**src/rtl/lsu_rv32_pkg.sv**
```systemverilog
package lsu_rv32_pkg;

  localparam logic [2:0] F3_LB  = 3'b000;
  localparam logic [2:0] F3_LH  = 3'b001;
  localparam logic [2:0] F3_LW  = 3'b010;
  localparam logic [2:0] F3_LBU = 3'b100;
  localparam logic [2:0] F3_LHU = 3'b101;
  localparam logic [2:0] F3_SB  = 3'b000;
  localparam logic [2:0] F3_SH  = 3'b001;
  localparam logic [2:0] F3_SW  = 3'b010;

  typedef enum logic [1:0] {
    ST_IDLE   = 2'b00,
    ST_ACCESS = 2'b01,
    ST_RESP   = 2'b10
  } state_e;

  typedef enum logic [1:0] {
    ERR_OK       = 2'b00,
    ERR_MISALIGN = 2'b01,
    ERR_RANGE    = 2'b10,
    ERR_FUNCT3   = 2'b11
  } err_e;

endpackage

```
**src/rtl/lsu_align_check.sv**
```systemverilog
module lsu_align_check
  import lsu_rv32_pkg::*;
#(
  parameter int unsigned AddrWidth = 14
) (
  input  logic [31:0] addr,
  input  logic [2:0]  funct3,
  input  logic        we,
  output err_e        err
);

  logic legal;
  logic misaligned;
  logic out_of_range;

  always_comb begin
    legal        = 1'b0;
    misaligned   = 1'b0;
    out_of_range = |(addr >> AddrWidth);
    if (we) begin
      legal = funct3 inside {F3_SB, F3_SH, F3_SW};
    end else begin
      legal = funct3 inside {F3_LB, F3_LH, F3_LW, F3_LBU, F3_LHU};
    end
    case (funct3)
      F3_LH, F3_LHU: misaligned = addr[0];
      F3_LW:         misaligned = |addr[1:0];
      default:       misaligned = 1'b0;
    endcase
    if (!legal) begin
      err = ERR_FUNCT3;
    end else if (misaligned) begin
      err = ERR_MISALIGN;
    end else if (out_of_range) begin
      err = ERR_RANGE;
    end else begin
      err = ERR_OK;
    end
  end

endmodule

```
**src/rtl/lsu_rv32.sv**
```systemverilog
module lsu_rv32
  import lsu_rv32_pkg::*;
#(
  parameter int unsigned AddrWidth = 14
) (
  input  logic                 clk,
  input  logic                 rst_n,
  input  logic                 req_valid,
  output logic                 req_ready,
  input  logic [31:0]          req_addr,
  input  logic [31:0]          req_wdata,
  input  logic                 req_we,
  input  logic [2:0]           req_funct3,
  input  logic [4:0]           req_rd,
  output logic [AddrWidth-1:0] mem_addr,
  output logic [31:0]          mem_wdata,
  output logic                 mem_we,
  output logic [2:0]           mem_funct3,
  input  logic [31:0]          mem_rdata,
  output logic                 rsp_valid,
  input  logic                 rsp_ready,
  output logic [31:0]          rsp_data,
  output logic [4:0]           rsp_rd,
  output logic                 rsp_is_load,
  output logic [1:0]           rsp_err
);

  state_e               state_q, state_d;
  logic [AddrWidth-1:0] addr_q, addr_d;
  logic [31:0]          wdata_q, wdata_d;
  logic                 we_q, we_d;
  logic [2:0]           funct3_q, funct3_d;
  logic [4:0]           rd_q, rd_d;
  err_e                 err_q, err_d;
  logic [31:0]          rdata_q, rdata_d;
  err_e                 req_err;
  logic                 accept;

  lsu_align_check #(.AddrWidth(AddrWidth)) u_align_check (
    .addr   (req_addr),
    .funct3 (req_funct3),
    .we     (req_we),
    .err    (req_err)
  );

  always_comb begin
    state_d   = state_q;
    addr_d    = addr_q;
    wdata_d   = wdata_q;
    we_d      = we_q;
    funct3_d  = funct3_q;
    rd_d      = rd_q;
    err_d     = err_q;
    rdata_d   = rdata_q;
    req_ready = 1'b0;
    case (state_q)
      ST_IDLE: req_ready = 1'b1;
      ST_ACCESS: begin
        rdata_d = we_q ? '0 : mem_rdata;
        state_d = ST_RESP;
      end
      ST_RESP: begin
        if (rsp_ready) begin
          req_ready = 1'b1;
          state_d   = ST_IDLE;
        end
      end
      default: state_d = ST_IDLE;
    endcase
    // Acceptance overrides the state-local next state, which covers both IDLE and a consumed RESP.
    accept = req_valid && req_ready;
    if (accept) begin
      addr_d   = req_addr[AddrWidth-1:0];
      wdata_d  = req_wdata;
      we_d     = req_we;
      funct3_d = req_funct3;
      rd_d     = req_rd;
      err_d    = req_err;
      rdata_d  = '0;
      state_d  = (req_err == ERR_OK) ? ST_ACCESS : ST_RESP;
    end
  end

  always_ff @(posedge clk or negedge rst_n) begin
    if (!rst_n) begin
      state_q  <= ST_IDLE;
      addr_q   <= '0;
      wdata_q  <= '0;
      we_q     <= 1'b0;
      funct3_q <= '0;
      rd_q     <= '0;
      err_q    <= ERR_OK;
      rdata_q  <= '0;
    end else begin
      state_q  <= state_d;
      addr_q   <= addr_d;
      wdata_q  <= wdata_d;
      we_q     <= we_d;
      funct3_q <= funct3_d;
      rd_q     <= rd_d;
      err_q    <= err_d;
      rdata_q  <= rdata_d;
    end
  end

  assign mem_addr    = addr_q;
  assign mem_wdata   = wdata_q;
  assign mem_funct3  = funct3_q;
  assign mem_we      = (state_q == ST_ACCESS) && we_q;
  assign rsp_valid   = (state_q == ST_RESP);
  assign rsp_data    = rdata_q;
  assign rsp_rd      = rd_q;
  assign rsp_is_load = ~we_q;
  assign rsp_err     = err_q;

endmodule
```
**config.mk**
```make
export PLATFORM = sky130hd
export DESIGN_NAME = lsu_rv32
export DESIGN_NICKNAME = d
export VERILOG_FILES = /design/src/rtl/lsu_rv32_pkg.sv /design/src/rtl/lsu_align_check.sv /design/src/rtl/lsu_rv32.sv
export SDC_FILE = /design/constraint.sdc
export NUM_CORES = 1
export LEC_CHECK = 0
export CAP_MARGIN = 20
export CORE_UTILIZATION = 50
export DETAILED_ROUTE_END_ITERATION = 6
export DONT_BUFFER_PORTS = 1
export PLACE_DENSITY_LB_ADDON = 0.2
export SYNTH_ARGS = -nofsm -noshare
export SYNTH_HDL_FRONTEND = slang
export SYNTH_HIERARCHICAL = 1
export SYNTH_SLANG_ARGS = --single-unit
export TNS_END_PERCENT = 30
```
**constraint.sdc**
```tcl
create_clock -name clk -period 4.9 [get_ports clk]
set_input_delay 0.245 -clock clk [delete_from_list [all_inputs] [get_ports clk]]
set_output_delay 0.245 -clock clk [all_outputs]
set_load 0.02 [all_outputs]
```
---- Word level (Yosys, flattened, before mapping) ----
Cells that the tools add are included.
operators by class
  eq/ne operators ......................... 8
  mux-type cells .......................... 14
  bitwise logic cells ..................... 1
  reductions and logical operators ........ 12
operators with widths
  cell                                                                      count
  32-bit 2-to-1 mux                                                         3
  18-bit OR reduction                                                       1
  2-bit 2-to-1 mux                                                          6
  3-bit == test (second input constant)                                     2
  2-bit one-hot mux with 3 select lines                                     1
  5-bit nonzero test                                                        1
  2-bit zero test                                                           2
  1-bit one-hot mux with 2 select lines                                     2
  2-bit OR reduction                                                        2
  3-bit by 1-bit == test with 1-bit output (second input constant)          1
  3-bit by 2-bit == test with 1-bit output (second input constant)          1
  3-bit zero test                                                           1
  3-bit by 1-bit inequality test with 1-bit output (second input constant)  1
  3-bit nonzero test                                                        1
  2-bit by 1-bit == test with 1-bit output (second input constant)          1
  2-bit == test (second input constant)                                     1
  1-bit logical AND                                                         2
  1-bit 2-to-1 mux                                                          2
  2-bit inequality test (second input constant)                             1
  2-bit AND reduction                                                       1
  2-bit nonzero test                                                        1
  1-bit inverter                                                            1
word-level totals
  output and inout bits ................... 92
  input bits .............................. 109
  logic and storage cells ................. 43
  register bits after elaboration ......... 91

---- Depth between registers and ports, before layout ----
  depth in word-level cells ............... 8
  gate-level depth with buffers ........... 6
  mapped depth without buffers ............ 6

---- Cells and area by module ----
Netlist, hierarchy kept.
modules (own cells, without submodules)
  module           cells an instance  instances  sequential area each (um^2)  area each (um^2)
  lsu_rv32         207                1          2,277.2                      3,432.0
  lsu_align_check  15                 1          0.0                          106.4

---- Worst setup path after synthesis ----
Ideal clock, no wire load.
  kind .................................... register -> register
  start ................................... register state_q[1]
  end ..................................... register wdata_q[10], in the netlist mem_wdata[10]
  data required time ...................... 4.775 ns
  library setup time ...................... 0.125 ns
  path buffers ............................ 3
  cell stages (with the launch flop) ...... 7
  period minus slack after synthesis ...... 1.652 ns
  path slack .............................. 3.248 ns
  data arrival time ....................... 1.527 ns
  cells stage by stage .................... dfrtp_1 -> nor2b_4 -> or3b_1 -> clkbuf_1 -> buf_6 -> buf_6 -> mux2_4
on the way
  cells in the longest elaborated chain, start to end .. 3
  elaborated cells on any way between the ends .. 4
  those cells by class .................... eq/ne (1); mux (1); reduce/logical (2)
RTL lines
  what                                                     RTL line        source
  start, declared                                          lsu_rv32.sv:28  state_e state_q, state_d;
  start signal, assigned                                   lsu_rv32.sv:95  state_q <= state_d;
  2-bit == test / 2-bit zero test (equally long branches)  lsu_rv32.sv:56  case (state_q)
  1-bit one-hot mux with 2 select lines *                  lsu_rv32.sv:56
  1-bit logical AND *                                      lsu_rv32.sv:71  accept = req_valid && req_ready;
  end signal, assigned                                     lsu_rv32.sv:97  wdata_q <= wdata_d;
  end, declared                                            lsu_rv32.sv:30  logic [31:0] wdata_q, wdata_d;
Mark *: on every way between the ends. The rest lies on a longest branch, timed or not.
A chain may end at the register's enable or synchronous reset.

---- Final worst setup path ----
  start ................................... register state_q[1]
  end ..................................... register wdata_q[4], in the netlist mem_wdata[4]
The elaborated chain is that of the path after synthesis.

==> insert_results.sql <==
INSERT INTO impl_metrics (metric_group, metric, value, unit) VALUES
('outcome', 'outcome', 'finished, final reports clean', ''),
('synth', 'synth.area.mux_share', '0.202', ''),
('synth', 'synth_cell_area', '3540', 'um^2'),
('global_route', 'global_route.usage.total', '0.190', ''),
('die', 'ioPinCount', '201', ''),
('drt', 'drtPass1Iterations', '4', ''),
('synth', 'synthTopCellsByArea', 'dfrtp_1 64%, mux2_2 12%, mux2_4 8.1%, a22o_1 7.9%, nor4_2 1.4%', ''),
('clocking', 'clkSinkCount', '91', ''),
('pwr', 'power.total', '1.71', 'mW'),
('placed_design', 'gp_congestion', '0.776', ''),
('critical_path', 'largest_driver_fanout_on_the_critical_path', '58', ''),
('timing', 'maxSlewHeadroom', '0.357', ''),
('global_route', 'largest_net_degree_at_the_start_of_global_routing', '92', ''),
('synth', 'synthDominantCellAreaShare', '0.644', ''),
('synth', 'cells_after_synthesis', '222', ''),
('pwr', 'total_leakage_power', '1.77', 'nW'),
('critical_path', 'worst_setup_path_end_kind', 'register', ''),
('clocking', 'cts_tree', 'yes', ''),
('critical_path', 'reg2regPathDepth', '3', ''),
('timing', 'finalCritPeriodShare', '0.393', ''),
('timing', 'max_slew_violation_count', '0', ''),
('synth', 'synth_cell_type_count', '25', ''),
('synth', 'total_of_flip_flops_plus_latches_after_synthesis', '91', ''),
('timing', 'final_hold_violations', '0', ''),
('clocking', 'path_clk_slew', '90', 'ps'),
('synth', 'synth_compound_area_frac', '0.0919', ''),
('placed_design', 'dp.cells', '306', ''),
('synth', 'synth_enable_flop_cells', '0', ''),
('timing', 'setup-violations-final', '0', ''),
('global_route', 'first_global_vias', '1954', ''),
('timing', 'whs', '20.5', 'ps'),
('clocking', 'post_cts.repair.setup_buffers', '0', ''),
('drt', 'drt_iter0_markers', '67', ''),
('min_path', 'min_delay_worst_endpoint', 'rsp_data[13]', ''),
('pwr', 'irDropWorstVdd', '0.214', 'mV'),
('finish', 'layout.cells.non_filler', '326', ''),
('min_path', 'worst_hold_startpoint', 'mem_rdata[13]', ''),
('run', 'drv_cap', '0', ''),
('min_path', 'hold_class', 'in -> reg', ''),
('die', 'floorplan.initialDensity', '0.518', ''),
('critical_path', 'timing.reg2reg.setup_slack', '2970', 'ps'),
('timing', 'fmax', '519', 'MHz'),
('timing', 'fin_worst_skew', '11.5', 'ps'),
('die', 'core-area', '6830', 'um^2'),
('clocking', 'cts_root_buf', 'clkbuf_8', ''),
('finish', 'num_antenna_cells', '0', ''),
('synth', 'async_set_reset_flop_share_out_of_synthesis', '1.00', ''),
('die', 'dieHeight', '86.1', 'um'),
('synth', 'combinational_family_with_the_most_area_after_synthesis', 'multiplexers', ''),
('critical_path', 'worst_r2r_startpoint', 'state_q[1]', ''),
('drt', 'post-route-drc-count', '0', ''),
('finish', 'layout-drive-gt1-share', '0.365', ''),
('synth', 'syn-num-nets', '331', ''),
('synth', 'synth_simple_gate_area_share', '0.0407', ''),
('synth', 'synth_adder_area_share', '0', ''),
('finish', 'nets', '334', ''),
('die', 'num_rows', '30', ''),
('finish', 'area_growth', '10.4', '%'),
('synth', 'synth_area_per_cell', '15.9', 'um^2'),
('critical_path', 'worst_ep_arrival_time', '2150', 'ps'),
('finish', 'final_core_occ', '0.572', ''),
('timing', 'timing.final.crit_period', '1930', 'ps'),
('clocking', 'clk-insertion-delay-late', '350', 'ps'),
('clocking', 'longest_clk_path_bufs', '2', ''),
('synth', 'synth-seq-area-share', '0.644', ''),
('pwr', 'power-per-cell-area', '437', 'nW/um^2'),
('timing', 'fin_tns_setup', '0', 'ps'),
('synth', 'post_synth_most_frequent_cells', '91 x dfrtp_1, 38 x mux2_2, 32 x a22o_1', ''),
('global_route', 'globalRoute.totalOverflow', '0', ''),
('drt', 'routed_vias', '1919', ''),
('timing', 'timing_worst_slew_pin_value', '965', 'ps');
[report_power, final]
part           internal [mW]  switching (mW)  total (mW)
logic                 0.0987          0.0686       0.167
registers              0.831           0.159       0.990
clock network          0.292           0.258       0.550
[metal layers]
layer / track usage / up-vias / part of all wire
met3: 0.0616 / 16 / 0.11
met2: 0.318 / 128 / 0.51
met5: 0 / - / 0
met1: 0.216 / 960 / 0.36
met4: 0.100 / 0 / 0.026
li1: - / 815 / -
[cell type report]
cell class,count,area [um^2],share of cell area
clock inverters,7,98.8,0.0253
multi-input cells,117,1190,0.305
well taps,96,120,0.0307
flip-flops and latches,91,2280,0.583
repair buffers,5,90.1,0.0231
clock buffers,9,124,0.0317
inverters,1,3.75,0.000961
[worst max-delay path by stage]
stage                     startpoint             to  slack [ps]  cells after the start
after floorplan           state_q[1]  mem_wdata[10]        3250                      6
after global placement    state_q[1]   mem_wdata[7]        3090                      3
after detailed placement  state_q[1]    rsp_data[8]        2960                      3
after CTS                 state_q[1]    rsp_data[9]        2940                      3
after global routing      state_q[1]   mem_wdata[7]        2880                      3
final                     state_q[1]   mem_wdata[4]        2970                      3
[flip-flops by register name, summed over array words and instances, names as in the netlist]
| name | count |
|---|---|
| rsp_rd | 5 |
| mem_wdata | 32 |
| rsp_err | 2 |
| rsp_data | 32 |
| mem_funct3 | 3 |
| mem_addr | 14 |
| we_q | 1 |
| state_q | 2 |
[through the flow]
stage / worst slack (ps) / cell area [um^2]
floorplan: 3250 / 3540
CTS: 2940 / 3890
global placement: 3090 / 3590
detailed placement: 2960 / 3620
global route: 2880 / 3910
finish: 2970 / 3910
[critical path: stages, from the launching register on]
cell and delay [ps]:
dfrtp_1 400, nor2b_4 190, or3b_4 740, mux2_2 410
[cells in the final DEF, fill, tap and decap left out]
cell and n:
a21oi_1 1, a22o_1 32, a2bb2oi_1 1, and2_1 1, buf_16 2, buf_8 1
bufinv_16 2, clkbuf_8 9, clkinv_2 2, clkinv_4 1, dfrtp_1 91, dlygate4sd3_1 2
inv_1 1, inv_6 1, inv_8 1, mux2_2 38, mux2_4 19, nand2_1 1
nand2b_1 2, nand3_1 1, nand4_1 1, nor2_1 6, nor2_2 1, nor2b_1 1
nor2b_4 1, nor3_1 1, nor4_2 4, o21a_1 1, o21ai_0 2, o21ai_1 1
o2bb2ai_2 1, or3b_4 1
[repair_timing]
action / in CTS / in global routing
hold buffers: 3 / 0
resized for setup: 0 / 0
hold endpoints to repair: 92 / 0
[logic make-up after synthesis]
| family | count (synthesis) |
|---|---|
| flip-flops | 91 |
| buffers and inverters | 14 |
| AND/OR/NAND/NOR | 21 |
| multiplexers | 57 |
| AO/OA/AOI/OAI | 39 |
Power figures use the tool's default switching activity.
